### src/rtl/irq_responder_10.sv
// Ten-source prioritised interrupt responder: edge/level capture, enable gating,
// and an IDLE -> REQUEST -> SERVICE handshake with the CPU via Ack and Eoi.
module irq_responder_10 #(
  parameter logic [9:0] BubblesMask = 10'h000,
  parameter logic [9:0] EdgeMask    = 10'h3FF
) (
  input  logic       Clock,
  input  logic       Reset,
  input  logic       Input_1,
  input  logic       Input_2,
  input  logic       Input_3,
  input  logic       Input_4,
  input  logic       Input_5,
  input  logic       Input_6,
  input  logic       Input_7,
  input  logic       Input_8,
  input  logic       Input_9,
  input  logic       Input_10,
  input  logic       Enable_We,
  input  logic [9:0] Enable_Data,
  input  logic       Ack,
  input  logic       Eoi,
  output logic       Irq,
  output logic [3:0] Irq_Id,
  output logic       In_Service,
  output logic [9:0] Pending,
  output logic [1:0] Fsm_State
);

  // Handshake: Irq stays high in REQUEST until a one-cycle Ack pulse is seen
  // on a rising Clock edge; Eoi is a one-cycle pulse honoured only in SERVICE.
  typedef enum logic [1:0] {
    IDLE    = 2'd0,
    REQUEST = 2'd1,
    SERVICE = 2'd2
  } state_t;

  state_t     state, next_state;
  logic [9:0] real_in;
  logic [9:0] prev;
  logic [9:0] enable;
  logic [9:0] eligible;
  logic [9:0] ack_clear;
  logic [9:0] pending_next;
  logic [3:0] prio_id;
  logic [3:0] latched_id;
  logic [3:0] latched_next;
  logic [3:0] irq_id_next;
  logic       take_ack;

  assign real_in = {Input_10, Input_9, Input_8, Input_7, Input_6,
                    Input_5, Input_4, Input_3, Input_2, Input_1} ^ BubblesMask;
  assign eligible  = Pending & enable;
  assign take_ack  = (state == REQUEST) && Ack;
  assign Fsm_State = state;

  // Lowest-indexed eligible source wins; scanning downward lets it overwrite.
  always_comb begin
    prio_id = 4'd0;
    for (int i = 9; i >= 0; i--) begin
      if (eligible[i]) prio_id = 4'(i + 1);
    end
  end

  always_comb begin
    ack_clear = '0;
    for (int i = 0; i < 10; i++) begin
      ack_clear[i] = take_ack && (Irq_Id == 4'(i + 1)) && EdgeMask[i];
    end
  end

  // A fresh edge is ORed in after the ack clear, so set wins over clear.
  assign pending_next = (EdgeMask & ((real_in & ~prev) | (Pending & ~ack_clear)))
                      | (~EdgeMask & real_in);

  always_comb begin
    next_state = state;
    case (state)
      IDLE:    if (eligible != '0) next_state = REQUEST;
      REQUEST: begin
        if (Ack)                   next_state = SERVICE;
        else if (eligible == '0)   next_state = IDLE;
      end
      SERVICE: if (Eoi)            next_state = IDLE;
      default:                     next_state = IDLE;
    endcase
  end

  always_comb begin
    latched_next = take_ack ? Irq_Id : latched_id;
    irq_id_next  = 4'd0;
    case (next_state)
      REQUEST: irq_id_next = prio_id;
      SERVICE: irq_id_next = latched_next;
      default: irq_id_next = 4'd0;
    endcase
  end

  always_ff @(posedge Clock or posedge Reset) begin
    if (Reset) begin
      state      <= IDLE;
      prev       <= '0;
      enable     <= '0;
      Pending    <= '0;
      latched_id <= 4'd0;
      Irq        <= 1'b0;
      Irq_Id     <= 4'd0;
      In_Service <= 1'b0;
    end else begin
      state      <= next_state;
      prev       <= real_in;
      Pending    <= pending_next;
      latched_id <= latched_next;
      if (Enable_We) enable <= Enable_Data;
      Irq        <= (next_state == REQUEST);
      Irq_Id     <= irq_id_next;
      In_Service <= (next_state == SERVICE);
    end
  end

endmodule

### config.mk
export PLATFORM = sky130hd
export DESIGN_NAME = irq_responder_10
export DESIGN_NICKNAME = d
export VERILOG_FILES = /design/src/rtl/irq_responder_10.sv
export SDC_FILE = /design/constraint.sdc
export NUM_CORES = 1
export LEC_CHECK = 0
export CORE_AREA = 2 2 44 87
export CTS_CLUSTER_DIAMETER = 120
export DETAILED_ROUTE_END_ITERATION = 10
export DIE_AREA = 0 0 46 89
export PLACE_DENSITY = 0.8
export SLEW_MARGIN = 10
export SYNTH_ARGS = -nofsm -noshare
export SYNTH_HDL_FRONTEND = slang
export SYNTH_SLANG_ARGS = --single-unit
### constraint.sdc
create_clock -name Clock -period 3.25 [get_ports Clock]
set_clock_uncertainty 0.2 [all_clocks]
set_input_delay 0.65 -clock Clock [delete_from_list [all_inputs] [get_ports Clock]]
set_output_delay 0.65 -clock Clock [all_outputs]
set_load 0.02 [all_outputs]
==> reports/metrics.csv <==
metric,value,unit
outcome,finished clean,
synth-seq-cells,42,
hold_viol_final,0,
hold_path_startpoint,prev[3],
root_buffer,clkbuf_8,
multi_input_area,597,sq um
rsz0062_at_grt,no,
synth_edf_count,0,
grt_pass1_wl,6.56,mm
vias,1262,
crit_required,3180,ps
utilization,66.7,%
io_buffers,42,
cts_buffers,5,
p_per_area,644,nW/um^2
ir_drop,0.000419,V
dp_cells,207,
worstPathCellList,clkdlybuf4s50_1 -> a221o_2 -> ha_1 -> nand2b_1 -> a2bb2oi_1 -> o21ai_0,
critPathKind,input port to register,
drcViolationCount,0,
drt_iter0_drc,19,
crit_slowest_cell,clkdlybuf4s50_1,
avgSynthCellArea,12.8,sq um
core_area,3380,sq um
startpoint,Ack,
cts.htree.levels,2,
vias_per_cell,5.87,
nNetsFinal,210,
cp-start-kind,input port,
clkSlewWorstSetupHoldPaths,70,ps
firstDrtPassIters,4,
synth_top_area_cell,dfrtp_1,
slew-limit-headroom,64.2,%
yosysUniqueCellTypes,29,
diodes,0,
cts_hold_buf,0,
synth_common_cells,"dfrtp_1, o21ai_0, mux2_2",
cts_tree,done,
grt_max_degree,43,
cp_max_fo,5,
place.gp.congestion,0.886,
netlist.area_leader.share,61.9,%
start_util,50.2,%
yosysWarnings,0,
timing.hold.worst.class,register to register,
io_pins,43,
clock_latency,290,ps
dieArea,4090,sq um
cts_resized,0,
dp_hpwl,2.99,mm
max_stage_delay,480,ps
worstSetupEndpointType,register,
antenna_found_initial,0,
synth.most_common_cell,dfrtp_1,
r2r_setup_slack,750,ps
grt_use_total,22.8,%
power,0.00145,W
die_w,46,um
grt_pass1_vias,1465,
r2r_start,Pending[7],
overflow,0,
wl,3.90,mm
area_growth,32.7,%
synthCells,133,
num_rows,30,
fin_crit,2570,ps
post-cts-setup-buffer-count,0,
synth_flop_cell,dfrtp_1,
wl_per_cell,18.1,um
cp.arrival,2500,ps
max_freq,389,MHz
finalMaxSlewViolations,0,
layout-drive-gt1-share,14.8,%
ys_seq_area_share,61.9,%
cts.path.max_buffers,2,
clkSinkCount,42,
regArea,1050,sq um
fillers,251,
instances_no_fill,215,
syn_area,1700,sq um
drv_cap,0,
setup_violations,0,
syn-num-nets,161,
antenna_left,0,
finalCritPeriodShare,79.0,%
tightest_slew,535,ps
die_y,89,um
setup_tns,0,ps
synth_area_leaders,"dfrtp_1, mux2_2, o21ai_0",
async_flop_share,100,%
p_leak,0.988,nW
[final timing paths]
check	to	cells after the start
hold / removal	Pending[3]	1
setup reg to reg	Irq_Id[0]	8
max in group asynchronous	Pending[4]	3
setup / recovery	Irq_Id[0]	6
hold reg to reg	Pending[3]	1
min in group asynchronous	Pending[0]	3
[layout by cell type (no fill, tap or decap), types with 2 or more instances in the layout]
cell	instances
dfrtp_1	42
clkdlybuf4s50_1	42
o21ai_0	17
mux2_2	14
inv_1	12
nand2_1	7
nand2b_1	6
clkbuf_8	6
a22oi_1	4
a32oi_1	3
nor2_1	3
ha_1	3
or3b_4	2
o21ai_1	2
a32o_1	2
[area by class of cell]
class | count | share of cell area [%]
Clock buffer | 7 | 3.83
Clock inverter | 1 | 0.222
Inverter | 12 | 2.00
Multi-Input combinational cell | 78 | 26.5
Sequential cell | 42 | 46.7
Tap cell | 32 | 1.78
Timing Repair Buffer | 43 | 19.0
[per-stage QoR]
stage / hold WS (ps) / cell area, sq um / setup WS (ps)
finish: 216 / 2250 / 682
global route: 230 / 2250 / 596
CTS: 216 / 2250 / 814
detailed placement: 205 / 2160 / 514
global placement: 196 / 2160 / 681
floorplan: 192 / 1700 / 1060
[report_power, final]
group          internal, W  switching (W)
Sequential        0.000599      0.0000733
Combinational     0.000214       0.000229
Clock             0.000171       0.000165
[flip-flops by register name, summed over array words and instances (netlist names)]
register / flops
Fsm_State: 2
In_Service: 1
Irq: 1
Irq_Id: 4
Pending: 10
enable: 10
latched_id: 4
prev: 10
[worst max-delay path, delay by kind of cell]
family | cells | cell delay, ps
simple gates | 1 | 180
buf+inv | 1 | 480
fa+ha+maj | 1 | 360
compound gates | 3 | 840
[kinds of logic after synthesis]
| group | after synthesis | share of synthesized area (%) |
|---|---|---|
| flip-flops | 42 | 61.9 |
| buffers and inverters | 13 | 2.88 |
| adder cells (fa/ha/maj) | 3 | 2.21 |
| multiplexers | 14 | 9.29 |
| AND/OR/NAND/NOR | 23 | 8.41 |
| AO/OA/AOI/OAI | 38 | 15.3 |
[per-layer routing]
layer / up-vias / part of all wire (%) / GRT usage (%)
met5: - / 0 / 0
met3: 15 / 4.3 / 5.86
li1: 576 / - / -
met4: 0 / 4.2 / 13.8
met2: 51 / 56 / 39.4
met1: 620 / 36 / 23.4
Note: power is estimated with default switching activity, not from simulation.
